`src/rtl/prog_loader_pkg.sv`:
```
// Shared loader types: FSM state enum and the sync byte value.
// No ports; imported by the loader RTL.
package common;

   typedef enum logic [2:0] {
      IDLE,
      LEN,
      DATA,
      DONE,
      ERROR
   } loader_state_t;

   localparam logic [7:0] LOADER_SYNC_BYTE = 8'hA5;

endpackage

```
`src/rtl/prog_loader_if.sv`:
```
// Byte-in / program-memory-out bundle of the program loader.
// master: byte source and memory side; slave: the loader itself.
interface prog_loader_if;

   logic        rx_valid;
   logic [7:0]  rx_data;
   logic        pmem_write_enable;
   logic [31:0] pmem_byte_address;
   logic [31:0] pmem_write_data;
   logic        cpu_reset_n;
   logic        busy;
   logic        done;
   logic        error;

   modport master (
      output rx_valid, rx_data,
      input  pmem_write_enable, pmem_byte_address,
      input  pmem_write_data, cpu_reset_n,
      input  busy, done, error
   );

   modport slave (
      input  rx_valid, rx_data,
      output pmem_write_enable, pmem_byte_address,
      output pmem_write_data, cpu_reset_n,
      output busy, done, error
   );

endinterface

```
`src/rtl/prog_loader_word_packer.sv`:
```
// Little-endian byte-to-word packer used for length and data words.
// Ports: clk, reset, clear_i, valid_i, byte_i -> word_o, ready_o.
module word_packer (
   input  logic        clk,
   input  logic        reset,
   input  logic        clear_i,
   input  logic        valid_i,
   input  logic [7:0]  byte_i,
   output logic [31:0] word_o,
   output logic        ready_o
);

   logic [23:0] sr_q, sr_d;
   logic [1:0]  cnt_q, cnt_d;

   always_comb begin
      sr_d  = sr_q;
      cnt_d = cnt_q;
      if (clear_i) begin
         sr_d  = '0;
         cnt_d = '0;
      end else if (valid_i) begin
         sr_d  = {byte_i, sr_q[23:8]};
         cnt_d = cnt_q + 2'd1;
      end
   end

   always_ff @(posedge clk) begin
      if (reset) begin
         sr_q  <= '0;
         cnt_q <= '0;
      end else begin
         sr_q  <= sr_d;
         cnt_q <= cnt_d;
      end
   end

   // Word is complete in the same cycle as its 4th byte.
   assign word_o  = {byte_i, sr_q};
   assign ready_o = valid_i & ~clear_i & (cnt_q == 2'd3);

endmodule

```
`src/rtl/prog_loader.sv`:
```
// Serial program loader: sync byte, 32-bit length, then words.
// Ports: clk, reset, bus (slave): rx in, pmem write + status out.
module prog_loader
   import common::*;
#(
   parameter int unsigned MAX_WORDS      = 1024,
   parameter int unsigned TIMEOUT_CYCLES = 1000000
) (
   input logic         clk,
   input logic         reset,
   prog_loader_if.slave bus
);

   localparam int unsigned IW = $clog2(MAX_WORDS) + 1;
   localparam int unsigned TW = $clog2(TIMEOUT_CYCLES + 1);

   loader_state_t state_q, state_d;
   logic [31:0]   wcount_q, wcount_d;
   logic [IW-1:0] widx_q, widx_d;
   logic [TW-1:0] tmo_q, tmo_d;
   logic          we_q, we_d;
   logic [31:0]   addr_q, addr_d;
   logic [31:0]   data_q, data_d;

   logic          busy_w;
   logic          tmo_hit;
   logic          pk_ready;
   logic [31:0]   pk_word;

   assign busy_w = (state_q == LEN) || (state_q == DATA);

   // A byte arriving on the expiry cycle wins over the timeout.
   assign tmo_hit = busy_w & ~bus.rx_valid &
                    (tmo_q == TW'(TIMEOUT_CYCLES - 1));

   word_packer u_pack (
      .clk     (clk),
      .reset   (reset),
      .clear_i (~busy_w),
      .valid_i (bus.rx_valid & busy_w),
      .byte_i  (bus.rx_data),
      .word_o  (pk_word),
      .ready_o (pk_ready)
   );

   always_comb begin
      state_d  = state_q;
      wcount_d = wcount_q;
      widx_d   = widx_q;
      we_d     = 1'b0;
      addr_d   = addr_q;
      data_d   = data_q;
      unique case (state_q)
         IDLE, ERROR: begin
            if (bus.rx_valid &&
                bus.rx_data == LOADER_SYNC_BYTE)
               state_d = LEN;
         end
         LEN: begin
            if (tmo_hit) begin
               state_d = ERROR;
            end else if (pk_ready) begin
               wcount_d = pk_word;
               if (pk_word == '0 || pk_word > MAX_WORDS) begin
                  state_d = ERROR;
               end else begin
                  state_d = DATA;
                  widx_d  = '0;
               end
            end
         end
         DATA: begin
            if (tmo_hit) begin
               state_d = ERROR;
            end else if (pk_ready) begin
               we_d   = 1'b1;
               addr_d = 32'(widx_q) << 2;
               data_d = pk_word;
               widx_d = widx_q + IW'(1);
               if (32'(widx_q) + 32'd1 == wcount_q)
                  state_d = DONE;
            end
         end
         DONE: begin
         end
         default: state_d = IDLE;
      endcase
   end

   always_comb begin
      if (!busy_w || bus.rx_valid || state_d != state_q)
         tmo_d = '0;
      else
         tmo_d = tmo_q + TW'(1);
   end

   always_ff @(posedge clk) begin
      if (reset) begin
         state_q  <= IDLE;
         wcount_q <= '0;
         widx_q   <= '0;
         tmo_q    <= '0;
         we_q     <= 1'b0;
         addr_q   <= '0;
         data_q   <= '0;
      end else begin
         state_q  <= state_d;
         wcount_q <= wcount_d;
         widx_q   <= widx_d;
         tmo_q    <= tmo_d;
         we_q     <= we_d;
         addr_q   <= addr_d;
         data_q   <= data_d;
      end
   end

   assign bus.pmem_write_enable = we_q;
   assign bus.pmem_byte_address = addr_q;
   assign bus.pmem_write_data   = data_q;
   assign bus.cpu_reset_n       = (state_q == DONE);
   assign bus.busy              = busy_w;
   assign bus.done              = (state_q == DONE);
   assign bus.error             = (state_q == ERROR);

endmodule

```
`src/flat_wrapper.sv`:
```
// flat-port wrapper written by rule: the top's interface ports become plain ports
module prog_loader_flat import common::*;
#(
   parameter int unsigned MAX_WORDS      = 1024,
   parameter int unsigned TIMEOUT_CYCLES = 1000000
)
  (clk, reset, bus_rx_valid, bus_rx_data, bus_pmem_write_enable, bus_pmem_byte_address, bus_pmem_write_data, bus_cpu_reset_n, bus_busy, bus_done, bus_error);
  prog_loader_if bus_i ();
  input logic clk;
  input logic reset;
  input wire logic [$bits(bus_i.rx_valid)-1:0] bus_rx_valid;
  input wire logic [$bits(bus_i.rx_data)-1:0] bus_rx_data;
  output wire logic [$bits(bus_i.pmem_write_enable)-1:0] bus_pmem_write_enable;
  output wire logic [$bits(bus_i.pmem_byte_address)-1:0] bus_pmem_byte_address;
  output wire logic [$bits(bus_i.pmem_write_data)-1:0] bus_pmem_write_data;
  output wire logic [$bits(bus_i.cpu_reset_n)-1:0] bus_cpu_reset_n;
  output wire logic [$bits(bus_i.busy)-1:0] bus_busy;
  output wire logic [$bits(bus_i.done)-1:0] bus_done;
  output wire logic [$bits(bus_i.error)-1:0] bus_error;
  assign bus_i.rx_valid = bus_rx_valid;
  assign bus_i.rx_data = bus_rx_data;
  assign bus_pmem_write_enable = bus_i.pmem_write_enable;
  assign bus_pmem_byte_address = bus_i.pmem_byte_address;
  assign bus_pmem_write_data = bus_i.pmem_write_data;
  assign bus_cpu_reset_n = bus_i.cpu_reset_n;
  assign bus_busy = bus_i.busy;
  assign bus_done = bus_i.done;
  assign bus_error = bus_i.error;
  prog_loader #(.MAX_WORDS(MAX_WORDS), .TIMEOUT_CYCLES(TIMEOUT_CYCLES)) u_core (.clk(clk), .reset(reset), .bus(bus_i));
endmodule
```
`config.mk`:
```
export PLATFORM = sky130hd
export DESIGN_NAME = prog_loader_flat
export DESIGN_NICKNAME = d
export VERILOG_FILES = /design/src/rtl/prog_loader_pkg.sv /design/src/rtl/prog_loader_if.sv /design/src/rtl/prog_loader_word_packer.sv /design/src/rtl/prog_loader.sv /design/src/flat_wrapper.sv
export SDC_FILE = /design/constraint.sdc
export NUM_CORES = 1
export LEC_CHECK = 0
export ABC_AREA = 1
export BUFFER_PORTS_ARGS = -buffer_cell sky130_fd_sc_hd__buf_2
export CAP_MARGIN = 30
export CORE_UTILIZATION = 47
export DETAILED_ROUTE_END_ITERATION = 7
export HOLD_SLACK_MARGIN = 0.1
export PLACE_DENSITY = 0.67
export RECOVER_POWER = 100
export SYNTH_ARGS = -nofsm -noshare
export SYNTH_HDL_FRONTEND = slang
export SYNTH_SLANG_ARGS = --single-unit
```
`constraint.sdc`:
```
create_clock -name clk -period 4.9 [get_ports clk]
set_input_delay 0.245 -clock clk [delete_from_list [all_inputs] [get_ports clk]]
set_output_delay 0.245 -clock clk [all_outputs]
set_load 0.01 [all_outputs]
```
==> run_results.csv <==
group,metric,value,unit
clocking,cts_tree,"yes",
layout,final_layout_size_suffix_gt1_frac,0.104,
synth,syn_area_per_cell,7.54,um2
routing,wire_per_inst,13.6,um
grt,grt_pass1_wl,22.7,mm
setup_path,path_buf_inv,4,
synth,synth_cells,801,
clocking,cts_resized,0,
clocking,cts_setup_buffers,0,
sta,clock_skew,6.17,ps
pwr,power_density,375,nW/um2
clocking,insertion_delay,420,ps
setup_path,endpoint_kind,"flip-flop",
place,pre_cts_slack,1960,ps
setup_path,critPathLaunchType,"flip-flop",
routing,drt-total-wl,14.0,mm
setup_path,worstSetupPathType,"reg2reg",
routing,drt_pass1_iterations,5,
setup_path,critPathSlowestCell,"inv_2",
sta,rsz0062_at_grt,"no",
place,dpl-instance-area,6300,um2
clocking,cts.htree.levels,4,
grt,overflow,0,
synth,yosysSeqAreaShare,0.451,
clocking,numCtsBuffers,17,
layout,fin_area,6890,um2
sta,relSlewSlack,-0.384,
layout,utilization,0.548,
sta,setup_violations,0,
layout,mostFrequentLayoutCells,"nand2_1, dfxtp_1, nor2_1, a21oi_1, inv_1",
status,outcome,"finished, violations left",
synth,synth-seq-cells,136,
floorplan,die_area,13300,um2
clocking,clk_path_buf_depth,2,
setup_path,worstPathMaxFanout,43,
job,max-cap-violations,1,
sta,hold_viol,0,
place,gp_congestion,0.828,
setup_path,crit_required,5260,ps
floorplan,fp.dieH,115,um
clocking,root_buffer,"clkbuf_16",
floorplan,row_count,41,
sta,fin_crit,3660,ps
hold_path,hp-class,"in2reg",
routing,vias,5191,
floorplan,initial_core_util,0.480,
setup_path,critical-path-top-delay-family,"buffers and inverters",
setup_path,cp.arrival,4020,ps
place,numPortBuffers,58,
layout,fin_nets,858,
grt,grt_util_all_layers,0.222,
synth,yosys_warnings,0,
sta,fmax,273,MHz
clocking,cts_hold_buf,0,
setup_path,crit_path_cell_trace,"inv_2 -> nand3_1 -> nand2_1 -> nand3_4 -> clkinvlp_2 -> nand3_1 -> inv_2 -> buf_4 -> o21ai_0 -> a21oi_2",
sta,report.final.slew_viol_count,45,
grt,grt_max_degree,50,
place,detailed_place_hpwl,9.55,mm
routing,drc,0,
clocking,clkSlewWorstSetupHoldPaths,60,ps
sta,max_slew.worst_pin.slew,2080,ps
pwr,leakagePower,2.44,nW
pwr,ir_drop,0.186,mV
routing,drtAntennaViolNets,0,
layout,final_common_cell,"nand2_1",
sta,setup_tns,0,ps
routing,drt_iter0_markers,322,
routing,viasPerCell,5.05,
grt,grt_pass1_vias,4647,
floorplan,die_w,115,um
layout,area_growth,14.1,%
sta,period_share,0.747,
clocking,clock_sinks,136,
synth,synth_area,6040,um2
synth,synth-edff-count,0,
sta,worst_slack,1240,ps
floorplan,io_pins,80,
status,violations,"capacitance limit, slew limit",
setup_path,slowest_delay,840,ps
synth,ys.flop_type,"dfxtp_1",
floorplan,core,12600,um2
synth,synthArstFlopShare,0,
synth,synth_cell_type_count,36,
layout,diodes,0,
grt,grt_antenna_before_repair,0,
-- sequential cells by signal, indices dropped and copies added (netlist names) --
signal and count:
u_core.bus.pmem_byte_address 11, u_core.bus.pmem_write_data 32, u_core.bus.pmem_write_enable 1, u_core.state_q 3, u_core.tmo_q 20, u_core.u_pack.cnt_q 2
u_core.u_pack.sr_q 24, u_core.wcount_q 32, u_core.widx_q 11
-- path summary, 6_finish.rpt --
| kind | startpoint | endpoint | cells past startpoint | slack [ps] |
|---|---|---|---|---|
| max | u_core.state_q[0] | u_core.bus.pmem_write_data[5] | 10 | 1240 |
| min | bus_rx_data[4] | u_core.bus.pmem_write_data[28] | 3 | 130 |
| max reg2reg | u_core.state_q[0] | u_core.bus.pmem_write_data[5] | 10 | 1240 |
| min reg2reg | u_core.tmo_q[0] | u_core.tmo_q[0] | 1 | 440 |
-- routing by layer --
metal	GRT usage	wire length (um)
met5	0	0
met4	0.104	335
met3	0.0527	754
met2	0.322	6010
met1	0.309	6910
-- where the power goes --
part | switching [mW] | total [mW] | internal (mW)
logic | 0.0363 | 0.0443 | 0.00796
clock network | 0.475 | 1.43 | 0.956
registers | 0.0000751 | 1.11 | 1.11
-- metrics by stage --
step                hold WS [ps]  total power, mW  std cells
detailed placement           446             1.17        997
finish                       129             2.58       1028
global placement             432             1.17        997
CTS                          108             2.60       1028
global route                 141             2.65       1028
floorplan                    389             1.17        821
-- logic make-up (layout without fill, tap and decap cells) --
logic type | Yosys count | after routing | share of synthesized area
AND/OR/NAND/NOR | 334 | 334 | 0.244
AO/OA/AOI/OAI | 174 | 174 | 0.167
buffers and inverters | 138 | 173 | 0.108
flip-flops | 136 | 136 | 0.451
XOR/XNOR | 15 | 15 | 0.0240
adder cells (fa/ha/maj) | 3 | 3 | 0.00622
other | 1 | 21 | 0.000621
-- layout make-up --
cell class,count,area (um2)
Fill cell,1248,5680
Multi-Input combinational cell,547,2720
Sequential cell,136,2720
Clock buffer,21,480
Inverter,80,302
Timing Repair Buffer,62,256
Tap cell,172,215
Clock inverter,10,190
-- cell usage after synthesis (6+ instances only) --
cell        n  area (um2)
nand2_1   161         604
dfxtp_1   136        2720
nor2_1     79         297
a21oi_1    76         380
inv_1      69         259
o21ai_0    51         255
nand3_1    47         235
buf_4      24         180
a211oi_1   22         165
a21oi_2    21         184
clkbuf_1   15        56.3
nand4_1    15        93.8
buf_2      14        70.1
xnor2_1     8        70.1
inv_2       7        26.3
nor3_1      7        35.0
nand3_2     6        60.1
nor2_2      6        37.5
xor2_1      6        52.6
-- worst min-delay path, cell delays in order --
cell	delay, ps
buf_2	130
nand2_1	70
a21oi_1	50
Power figures use the tool's default switching activity.
